===== config.mk =====
export PLATFORM = sky130hd
export DESIGN_NAME = unified_mem_arbiter
export DESIGN_NICKNAME = d
export VERILOG_FILES = /design/src/rtl/unified_mem_arbiter.sv
export SDC_FILE = /design/constraint.sdc
export NUM_CORES = 1
export LEC_CHECK = 0
export CORE_ASPECT_RATIO = 2
export CORE_UTILIZATION = 45
export DETAILED_ROUTE_END_ITERATION = 8
export DONT_BUFFER_PORTS = 1
export PLACE_DENSITY = 0.62
export SYNTH_ARGS = -nofsm -noshare
export SYNTH_HDL_FRONTEND = slang
export SYNTH_SLANG_ARGS = --single-unit

===== constraint.sdc =====
create_clock -name clk -period 1.35 [get_ports clk]
set_input_delay 0.2025 -clock clk [delete_from_list [all_inputs] [get_ports clk]]
set_output_delay 0.2025 -clock clk [all_outputs]
set_load 0.02 [all_outputs]

===== src/rtl/unified_mem_arbiter.sv =====
// unified_mem_arbiter: shares a single-port memory between instruction fetch
// and data load/store. Data has priority; a streak counter bounds how many
// consecutive data grants may pass a waiting fetch. Each access takes
// MEM_LAT enabled cycles followed by a one-cycle ready pulse.
module unified_mem_arbiter #(
  parameter int ADDR_W     = 32,
  parameter int DATA_W     = 32,
  parameter int MEM_LAT    = 2,
  parameter int STARVE_MAX = 4
) (
  input  logic              clk,
  input  logic              reset,
  input  logic              if_req,
  input  logic [ADDR_W-1:0] if_addr,
  output logic [DATA_W-1:0] if_rdata,
  output logic              if_ready,
  input  logic              dm_read,
  input  logic              dm_write,
  input  logic [ADDR_W-1:0] dm_addr,
  input  logic [DATA_W-1:0] dm_wdata,
  output logic [DATA_W-1:0] dm_rdata,
  output logic              dm_ready,
  output logic              mem_en,
  output logic              mem_we,
  output logic [ADDR_W-1:0] mem_addr,
  output logic [DATA_W-1:0] mem_wdata,
  input  logic [DATA_W-1:0] mem_rdata,
  output logic              stall_if,
  output logic              stall_mem
);

  localparam int BEAT_W   = (MEM_LAT > 1) ? $clog2(MEM_LAT) : 1;
  localparam int STREAK_W = $clog2(STARVE_MAX + 1);
  localparam logic [BEAT_W-1:0]   LAST_BEAT  = BEAT_W'(MEM_LAT - 1);
  localparam logic [STREAK_W-1:0] STREAK_LIM = STREAK_W'(STARVE_MAX);

  typedef enum logic [1:0] {IDLE, ACCESS, RESP} state_t;

  state_t              state_reg;
  logic [BEAT_W-1:0]   beat_reg;
  logic [STREAK_W-1:0] streak_reg;
  logic                grant_dm_reg;
  logic                mem_en_reg;
  logic                mem_we_reg;
  logic [ADDR_W-1:0]   mem_addr_reg;
  logic [DATA_W-1:0]   mem_wdata_reg;
  logic [DATA_W-1:0]   if_rdata_reg;
  logic [DATA_W-1:0]   dm_rdata_reg;
  logic                if_ready_reg;
  logic                dm_ready_reg;

  logic dm_req;
  logic pick_dm;

  // Data wins unless the fetch has already been passed over STARVE_MAX times.
  assign dm_req  = dm_read | dm_write;
  assign pick_dm = dm_req & ~(if_req & (streak_reg == STREAK_LIM));

  // Sequencer: grant in IDLE, hold the memory enabled for MEM_LAT beats, then pulse ready.
  always_ff @(posedge clk) begin
    if (!reset) begin
      state_reg     <= IDLE;
      beat_reg      <= '0;
      streak_reg    <= '0;
      grant_dm_reg  <= 1'b0;
      mem_en_reg    <= 1'b0;
      mem_we_reg    <= 1'b0;
      mem_addr_reg  <= '0;
      mem_wdata_reg <= '0;
      if_rdata_reg  <= '0;
      dm_rdata_reg  <= '0;
      if_ready_reg  <= 1'b0;
      dm_ready_reg  <= 1'b0;
    end else begin
      case (state_reg)
        IDLE: begin
          if_ready_reg <= 1'b0;
          dm_ready_reg <= 1'b0;
          if (dm_req || if_req) begin
            grant_dm_reg  <= pick_dm;
            mem_en_reg    <= 1'b1;
            beat_reg      <= '0;
            mem_wdata_reg <= dm_wdata;
            state_reg     <= ACCESS;
            if (pick_dm) begin
              mem_addr_reg <= dm_addr;
              // A simultaneous read and write is handled as a store.
              mem_we_reg   <= dm_write;
              if (if_req) begin
                if (streak_reg != STREAK_LIM) begin
                  streak_reg <= streak_reg + STREAK_W'(1);
                end
              end else begin
                streak_reg <= '0;
              end
            end else begin
              mem_addr_reg <= if_addr;
              mem_we_reg   <= 1'b0;
              streak_reg   <= '0;
            end
          end else begin
            mem_en_reg <= 1'b0;
          end
        end
        ACCESS: begin
          if (beat_reg == LAST_BEAT) begin
            if (!mem_we_reg) begin
              if (grant_dm_reg) begin
                dm_rdata_reg <= mem_rdata;
              end else begin
                if_rdata_reg <= mem_rdata;
              end
            end
            if (grant_dm_reg) begin
              dm_ready_reg <= 1'b1;
            end else begin
              if_ready_reg <= 1'b1;
            end
            mem_en_reg <= 1'b0;
            mem_we_reg <= 1'b0;
            state_reg  <= RESP;
          end else begin
            beat_reg <= beat_reg + BEAT_W'(1);
          end
        end
        RESP: begin
          // No grant here, so a request still held through its ready is not served twice.
          if_ready_reg <= 1'b0;
          dm_ready_reg <= 1'b0;
          state_reg    <= IDLE;
        end
        default: begin
          state_reg <= IDLE;
        end
      endcase
    end
  end

  assign mem_en    = mem_en_reg;
  assign mem_we    = mem_we_reg;
  assign mem_addr  = mem_addr_reg;
  assign mem_wdata = mem_wdata_reg;
  assign if_rdata  = if_rdata_reg;
  assign dm_rdata  = dm_rdata_reg;
  assign if_ready  = if_ready_reg;
  assign dm_ready  = dm_ready_reg;

  // Stalls depend only on the requests and this cycle's ready pulse.
  assign stall_if  = if_req & ~if_ready_reg;
  assign stall_mem = dm_req & ~dm_ready_reg;

endmodule


==> results of run 1 <==
## metrics by stage
| step | hold slack, ps | instances |
|---|---|---|
| after floorplan | 350 | 642 |
| after global placement | 329 | 759 |
| after detailed placement | 333 | 759 |
## kinds of logic after synthesis
family	Yosys count	share of synthesized area [%]
compound gates	177	17.9
fa+ha+maj	2	0.440
buf+inv	69	6.12
flops	139	49.0
mux	65	11.5
simple gates	190	15.1
==> flow_metrics.tcl, run 1 <==
set metrics [dict create \
    ctsHoldBuffers 164 \
    num_rows 57 \
    synth.distinct_cells 35 \
    synth_edf_count 0 \
    start_util_pct 46.6 \
    preCtsSetupSlack_ps -169 \
    async_flop_share_pct 0 \
    cts-root-buf "clkbuf_16" \
    synthCells 642 \
    hpwl_um 10400 \
    syn-cell-area_um2 5680 \
    io_buffers 0 \
    chipWidth_um 81.4 \
    yosys-top-cells-area "dfxtp_1 49%, mux2i_1 11%, nand2_1 6.5%" \
    syn-num-nets 777 \
    cts.sinks 139 \
    postCtsSetupBuffers 12 \
    yosys.area.top_type_share_pct 49.0 \
    cts.repair.resized 132 \
    die_h_um 161 \
    cts_made_buffers 17 \
    status "aborted with a tool error" \
    synth_top_flop_cell "dfxtp_1" \
    htreeDepth 4 \
    synth_area_per_cell_um2 8.85 \
    gp_congestion 0.830 \
    synth_top_cells_by_count "139 x dfxtp_1, 99 x nand2_1, 71 x a21oi_1, 66 x nand3_1, 66 x o21ai_0" \
    error "[ERROR RSZ-0060] Max buffer count reached." \
    ys_seq_area_share_pct 49.0 \
    placed_cell_area_um2 5930 \
    lastStage "clock tree synthesis" \
    synth_top_cell_by_area "dfxtp_1" \
    cts.path.max_buffers 2 \
    ys_ff_latch 139 \
    synth_most_common_cell "dfxtp_1" \
    yosysWarnings 0 \
    ios 267 \
]
==> run 2, diff against run 1 <==
--- a/config.mk
+++ b/config.mk
@@ -5,11 +5,10 @@
 export SDC_FILE = /design/constraint.sdc
 export NUM_CORES = 1
 export LEC_CHECK = 0
-export CORE_ASPECT_RATIO = 2
-export CORE_UTILIZATION = 45
+export CORE_UTILIZATION = 30
 export DETAILED_ROUTE_END_ITERATION = 8
 export DONT_BUFFER_PORTS = 1
-export PLACE_DENSITY = 0.62
+export PLACE_DENSITY_LB_ADDON = 0.15
 export SYNTH_ARGS = -nofsm -noshare
 export SYNTH_HDL_FRONTEND = slang
 export SYNTH_SLANG_ARGS = --single-unit
==> constraint.sdc (replaced) <==
create_clock -name clk -period 1.8 [get_ports clk]
set_input_delay 0.27 -clock clk [delete_from_list [all_inputs] [get_ports clk]]
set_output_delay 0.27 -clock clk [all_outputs]
set_load 0.02 [all_outputs]
==> flow_metrics.tcl, run 2 <==
set metrics [dict create \
    grt_use_total_pct 16.9 \
    hold_slack_ps 21.8 \
    r2r_cells 6 \
    synth_area_per_cell_um2 8.85 \
    cts.repair.resized 0 \
    cts-root-buf "clkbuf_16" \
    fillers 1848 \
    cts.path.max_buffers 2 \
    use_met2_pct 29.5 \
    grt_pass1_vias 4901 \
    cp_slowest_cell "nor2b_1" \
    crit_chain "nor2b_1" \
    final_nets 782 \
    placed_cell_area_um2 5870 \
    crit_path_end "stall_if" \
    startpoint "if_ready" \
    cp_top_family "simple AND/OR/NAND/NOR gates" \
    grt_max_degree 92 \
    die_h_um 140 \
    drt-total-wl_um 16600 \
    synth.distinct_cells 35 \
    seqCellArea_um2 2780 \
    powerDensity_nw_per_um2 1170 \
    yosysWarnings 0 \
    arrival_ps 1340 \
    start_util_pct 31.1 \
    synth_edf_count 0 \
    r2r_start "streak_reg[0]" \
    path_class "flop to primary output" \
    synthCells 642 \
    antenna_found_initial 0 \
    status "finished, final reports clean" \
    hold_path_class "primary input to flop" \
    clk_latency_ps 410 \
    relSlewSlack_pct 51.4 \
    drc 0 \
    r2r-end "mem_addr[0]" \
    antenna_left 0 \
    gp_congestion 0.738 \
    first_pass_iters 4 \
    synth_top_cell_by_area "dfxtp_1" \
    drtIter0Drc 164 \
    max_freq_mhz 621 \
    r2r_slack_ps 250 \
    io_buffers 0 \
    async_flop_share_pct 0 \
    dieArea_um2 19500 \
    yosys-top-cells-area "dfxtp_1 49%, mux2i_1 11%, nand2_1 6.5%" \
    cp.buffers_inverters 0 \
    htreeDepth 4 \
    drive_above_1_share_pct 8.79 \
    syn-cell-area_um2 5680 \
    power_leakage_nw 2.64 \
    rsz0062_at_grt "no" \
    finalHoldViolations 0 \
    total_power_mw 8.00 \
    final_max_slew_viol_count 0 \
    path_depth 1 \
    multiInputGateArea_um2 2570 \
    met3_usage_pct 7.09 \
    grt_busiest_layer "met2" \
    ys_ff_latch 139 \
    via_per_inst 5.39 \
    yosys.area.top_type_share_pct 49.0 \
    cts_made_buffers 17 \
    gr-total-overflow 0 \
    wl_per_cell_um 18.7 \
    start_kind "flop" \
    min_period_ps 1610 \
    synth_most_common_cell "dfxtp_1" \
    synth_top_cells_by_count "139 x dfxtp_1, 99 x nand2_1, 71 x a21oi_1, 66 x nand3_1, 66 x o21ai_0" \
    vias 4793 \
    core_um2 18300 \
    cts_tree "built" \
    setup.worst_path.end_class "primary output" \
    ys_seq_area_share_pct 49.0 \
    grt_pass1_wl_um 25900 \
    max-vdd-ir-drop_mv 0.666 \
    min_from "dm_wdata[25]" \
    setup-tns-final_ps 0 \
    ios 267 \
    setup_viol 0 \
    path_max_fanout 3 \
    cp.required_ps 1530 \
    maxCapViolations 0 \
    skew_ps 12.2 \
    ctsHoldBuffers 31 \
    diodes 0 \
    cts.sinks 139 \
    clk_pin_slew_ps 60 \
    postCtsSetupBuffers 0 \
    final.period_utilization_pct 89.5 \
    hpwl_um 10900 \
    worst_pin_slew_ps 728 \
    synth_top_flop_cell "dfxtp_1" \
    syn-num-nets 777 \
    chipWidth_um 140 \
    use_met1_pct 18.1 \
    postLayoutCellArea_um2 6820 \
    syn_to_final_growth_pct 20.0 \
    num_rows 49 \
    final_common_cell "dfxtp_1" \
    layout_common_cells "139 x dfxtp_1, 99 x nand2_1, 71 x a21oi_1" \
    cpPeakStageDelay_ps 510 \
]
[run 2: cell counts after synthesis]
Identical to the previous run, type by type.
[run 2: worst min path at each step]
| stage | depth (start not counted) | slack [ps] | to |
|---|---|---|---|
| global route | 2 | 6 | dm_rdata[7] |
| CTS | 2 | 2 | if_rdata[8] |
| detailed placement | 1 | 410 | state_reg[0] |
| global placement | 1 | 390 | state_reg[0] |
| floorplan | 2 | 420 | mem_wdata[0] |
| finish | 2 | 20 | mem_wdata[25] |
[run 2: power by group]
group / total, mW / internal, mW / switching [mW] / leakage, nW
logic: 0.668 / 0.281 / 0.387 / 1.20
registers: 3.58 / 3.25 / 0.327 / 1.14
clock network: 3.75 / 2.44 / 1.31 / 0.308
[run 2: layout make-up]
type                    instances  area share [%]
inverters                       5           0.275
clock buffers                  23            7.01
flip-flops and latches        139            40.8
clock inverters                 9            2.33
multi-input cells             434            37.8
repair buffers                 50            7.56
well taps                     229            4.20
[run 2: logic make-up after synthesis]
group / Yosys count / synth area share (%)
DFF: 139 / 49.0
buffers and inverters: 69 / 6.12
AOI/OAI and AO/OA: 177 / 17.9
adders and majority gates: 2 / 0.440
muxes: 65 / 11.5
and+or+nand+nor: 190 / 15.1
[run 2: worst register-to-register path, cell delays in order (launching register included)]
cell and delay [ps]:
dfxtp_1 320, inv_1 80, ha_1 210, and3_1 220, buf_4 230, o21ai_0 130
a311oi_1 260
[run 2: metal layers]
layer | share of wire [%] | routed length, um
met1 | 40 | 6720
met3 | 9.8 | 1630
met4 | 1.4 | 234
met2 | 48 | 8060
met5 | 0 | 0
[run 2: per-stage QoR]
stage	util [%]	setup WS, ps	cells
finish	37.3	190	889
global route	37.3	72.4	889
CTS	37.3	167	889
detailed placement	32.1	224	826
global placement	32.1	258	826
floorplan	-	318	642
No activity file was read; power rests on OpenSTA's default activity.
==> run 3, diff against run 2 <==
--- a/config.mk
+++ b/config.mk
@@ -5,7 +5,7 @@
 export SDC_FILE = /design/constraint.sdc
 export NUM_CORES = 1
 export LEC_CHECK = 0
-export CORE_UTILIZATION = 30
+export CORE_UTILIZATION = 50
 export DETAILED_ROUTE_END_ITERATION = 8
 export DONT_BUFFER_PORTS = 1
 export PLACE_DENSITY_LB_ADDON = 0.15
==> flow_metrics.tcl, run 3 (synthesis gave the netlist of run 2 again) <==
set metrics [dict create \
    via_per_inst 6.03 \
    min_period_ps 1590 \
    dieArea_um2 11800 \
    instances_no_fill 796 \
    path_class "flop to flop" \
    grt_pass1_vias 4330 \
    setup-tns-final_ps 0 \
    cp_slowest_cell "dfxtp_1" \
    whs_path_depth 2 \
    powerDensity_nw_per_um2 1130 \
    cts.repair.resized 0 \
    final.period_utilization_pct 88.1 \
    syn_to_final_growth_pct 16.6 \
    ctsHoldBuffers 26 \
    ios 267 \
    max_freq_mhz 631 \
    clk_pin_slew_ps 60 \
    diodes 0 \
    io_buffers 0 \
    seqCellArea_um2 2780 \
    final_max_slew_viol_count 0 \
    power.switching_mw 1.91 \
    grt_pass1_wl_um 22000 \
    crit_chain "inv_1, ha_1, nand3_1, buf_4, nand3_1, a311oi_1" \
    hold_slack_ps 19.8 \
    final_nets 780 \
    p_int_mw 5.59 \
    fillers 1005 \
    cts-root-buf "clkbuf_16" \
    cts.path.max_buffers 2 \
    cts_made_buffers 17 \
    r2r_slack_ps 210 \
    hold_path_class "primary input to flop" \
    path_max_fanout 23 \
    htreeDepth 4 \
    status "finished, final reports clean" \
    hpwl_um 9640 \
    cp.required_ps 2110 \
    power_frac_seq_pct 47.7 \
    gr-total-overflow 0 \
    r2r_cells 6 \
    grt_use_total_pct 24.1 \
    drc 0 \
    final_common_cell "dfxtp_1" \
    layout_common_cells "139 x dfxtp_1, 99 x nand2_1, 71 x a21oi_1" \
    antenna_left 0 \
    drive_above_1_share_pct 9.15 \
    p_sw_share_pct 25.5 \
    multiInputGateArea_um2 2570 \
    setup_viol 0 \
    first_pass_iters 5 \
    crit_top_cell "nand3_1" \
    chipWidth_um 109 \
    finalHoldViolations 0 \
    core_um2 10900 \
    num_rows 38 \
    max-vdd-ir-drop_mv 0.820 \
    relSlewSlack_pct 52.7 \
    die_h_um 109 \
    cts.sinks 139 \
    wl_per_cell_um 18.6 \
    clk_latency_ps 410 \
    vias 4803 \
    dpl.cell_count 740 \
    gp_congestion 0.788 \
    cpPeakStageDelay_ps 350 \
    worst_pin_slew_ps 709 \
    rsz0062_at_grt "no" \
    start_util_pct 51.9 \
    antenna_found_initial 0 \
    drt-total-wl_um 14800 \
    cts_tree "built" \
    fin_util_pct 60.6 \
    clkPwrFrac_pct 43.5 \
    power_leakage_nw 2.62 \
    grt_max_degree 93 \
    maxCapViolations 0 \
    arrival_ps 1900 \
    postCtsSetupBuffers 0 \
    setup.worst_path.end_class "flop" \
    drtIter0Drc 378 \
    combPwrFrac_pct 8.8 \
    start_kind "flop" \
    skew_ps 7.69 \
]
## run 3: cell types whose count changed in the layout (fill, tap and decap cells not counted), sizes merged
cell         change
inv              -1
buf              +3
bufinv           -3
clkinvlp         +1
clkinv           +1
dlygate4sd3      -5
## run 3: final timing paths
kind / from / to
min reg2reg: streak_reg[1] / streak_reg[1]
max: streak_reg[0] / mem_addr[28]
max reg2reg: streak_reg[0] / mem_addr[28]
min: reset / dm_rdata[28]
## run 3: metal layers
layer / track usage, % / up-vias / wire length (um)
met2: 39.9 / 229 / 7340
met4: 11.3 / 0 / 363
met1: 27.2 / 2253 / 5720
met3: 9.34 / 28 / 1420
li1: - / 2293 / -
met5: 0 / - / 0
## run 3: metrics by stage
step	instance area (um2)	setup slack (ps)	power (mW)
detailed placement	5800	248	4.25
global route	6630	32.2	7.81
global placement	5800	320	4.22
floorplan	5680	318	4.09
finish	6630	215	7.50
CTS	6630	225	7.58
## run 3: worst max-delay path, delay by kind of cell, from the launching register on
family                     cells  cell delay, ps
buffers and inverters          2             350
DFF                            1             350
AOI/OAI and AO/OA              1             300
and+or+nand+nor                2             250
adders and majority gates      1             230
## run 3: area by class of cell
class	count	area share (%)
clock buffer	23	7.52
clock inverter	7	0.982
inverter	5	0.283
multi-input combinational	434	38.8
sequential	139	42.0
tap	140	2.64
timing repair buffer	48	7.74
## run 3: power groups by stage
stage / clock [mW] / combinational, mW / sequential [mW]
3_5_place_dp: 0 / 0.604 / 3.64
3_3_place_gp: 0 / 0.581 / 3.64
6_report: 3.27 / 0.657 / 3.58
2_1_floorplan: 0 / 0.493 / 3.60
5_1_grt: 3.49 / 0.727 / 3.59
4_1_cts: 3.34 / 0.654 / 3.58
==> run 4, diff against run 3 <==
--- a/config.mk
+++ b/config.mk
@@ -5,10 +5,13 @@
 export SDC_FILE = /design/constraint.sdc
 export NUM_CORES = 1
 export LEC_CHECK = 0
+export ABC_CLOCK_PERIOD_IN_PS = 1800
 export CORE_UTILIZATION = 50
+export CTS_BUF_LIST = sky130_fd_sc_hd__clkbuf_4
 export DETAILED_ROUTE_END_ITERATION = 8
 export DONT_BUFFER_PORTS = 1
 export PLACE_DENSITY_LB_ADDON = 0.15
+export SLEW_MARGIN = 20
 export SYNTH_ARGS = -nofsm -noshare
 export SYNTH_HDL_FRONTEND = slang
 export SYNTH_SLANG_ARGS = --single-unit
==> flow_metrics.tcl, run 4 (synthesis gave the netlist of run 2 again) <==
set metrics [dict create \
    power_frac_seq_pct 58.0 \
    hold_path_class "primary input to flop" \
    path_class "flop to flop" \
    start_util_pct 51.9 \
    path_max_fanout 23 \
    min_period_ps 1670 \
    drt-total-wl_um 17300 \
    arrival_ps 2060 \
    postCtsSetupBuffers 0 \
    rsz0062_at_grt "no" \
    chipWidth_um 109 \
    hpwl_um 9640 \
    finalHoldViolations 0 \
    setup-tns-final_ps 0 \
    relSlewSlack_pct 52.2 \
    final_max_slew_viol_count 0 \
    final_common_cell "dlygate4sd3_1" \
    die_h_um 109 \
    wl_per_cell_um 18.9 \
    grt_pass1_vias 5347 \
    start_kind "flop" \
    setup_viol 0 \
    grt_max_degree 88 \
    fin_util_pct 68.6 \
    cts.sinks 139 \
    dieArea_um2 11800 \
    cts.path.max_buffers 2 \
    cts-root-buf "clkbuf_4" \
    clkPwrFrac_pct 27.3 \
    via_per_inst 5.97 \
    total_power_mw 6.17 \
    antenna_found_initial 0 \
    skew_ps 11.1 \
    fillers 860 \
    worst_pin_slew_ps 717 \
    final.period_utilization_pct 92.6 \
    powerDensity_nw_per_um2 822 \
    max_freq_mhz 600 \
    htreeDepth 4 \
    core_um2 10900 \
    ios 267 \
    cp.required_ps 2190 \
    gr-total-overflow 0 \
    final_nets 900 \
    maxCapViolations 0 \
    clk_latency_ps 500 \
    hold_slack_ps 123 \
    cts_tree "built" \
    p_sw_share_pct 29.7 \
    diodes 0 \
    drc 0 \
    setup.worst_path.end_class "flop" \
    layout_common_cells "145 x dlygate4sd3_1, 139 x dfxtp_1, 99 x nand2_1" \
    max-vdd-ir-drop_mv 0.552 \
    clk_pin_slew_ps 110 \
    power_leakage_nw 2.94 \
    status "finished, final reports clean" \
    p_int_mw 4.34 \
    vias 5469 \
    io_buffers 0 \
    drtIter0Drc 481 \
    syn_to_final_growth_pct 32.1 \
    grt_use_total_pct 28.5 \
    drive_above_1_share_pct 7.35 \
    cts_made_buffers 17 \
    num_rows 38 \
    grt_pass1_wl_um 26200 \
    antenna_left 0 \
    combPwrFrac_pct 14.7 \
    power.switching_mw 1.83 \
    gp_congestion 0.788 \
    first_pass_iters 5 \
]
[run 4: layer usage]
metal	GRT usage, %	share of wire [%]
met1	29.9	37
met2	48.9	50
met3	10.5	9.1
met4	16.6	3.8
met5	0	0
[run 4: metrics by stage]
step / std cells / setup WS [ps] / area (um2)
final: 916 / 133 / 7500
after global routing: 916 / 22.2 / 7500
after CTS: 916 / 126 / 7500
after detailed placement: 740 / 248 / 5800
after global placement: 740 / 320 / 5800
after floorplan: 642 / 318 / 5680
[run 4: critical path, cell delays in order, from the launching register on]
cell	delay [ps]
dfxtp_1	370
inv_1	70
ha_1	240
nand3_1	140
buf_6	230
nand3_1	130
a311oi_1	370
[run 4: worst paths after layout]
kind            startpoint            end  slack [ps]  cells after the start
min reg2reg  streak_reg[1]  streak_reg[1]         510                      2
max          streak_reg[0]   mem_addr[20]         130                      6
min                 if_req         mem_en         120                      3
max reg2reg  streak_reg[0]   mem_addr[20]         130                      6
[run 4: what timing repair did]
item	4_1_cts	5_1_grt
endpoints found under the hold margin	137	0
endpoints found under the setup margin	0	1
gates resized for setup	0	1
hold buffers	146	0
[run 4: power by group through the flow]
stage               Combinational, mW  Clock (mW)  Sequential [mW]
detailed placement              0.604           0             3.64
finish                          0.908        1.69             3.58
global placement                0.581           0             3.64
floorplan                       0.493           0             3.60
global route                    0.982        1.90             3.59
CTS                             0.872        1.74             3.57
[run 4: cell type report]
cell class                      instances  area, um2  share of cell area [%]
Sequential cell                       139       2780                    37.1
Multi-Input combinational cell        434       2570                    34.3
Timing Repair Buffer                  168       1740                    23.1
Tap cell                              140        175                    2.33
Clock buffer                           18        135                    1.80
Clock inverter                         12       83.8                    1.12
Inverter                                5       18.8                   0.250
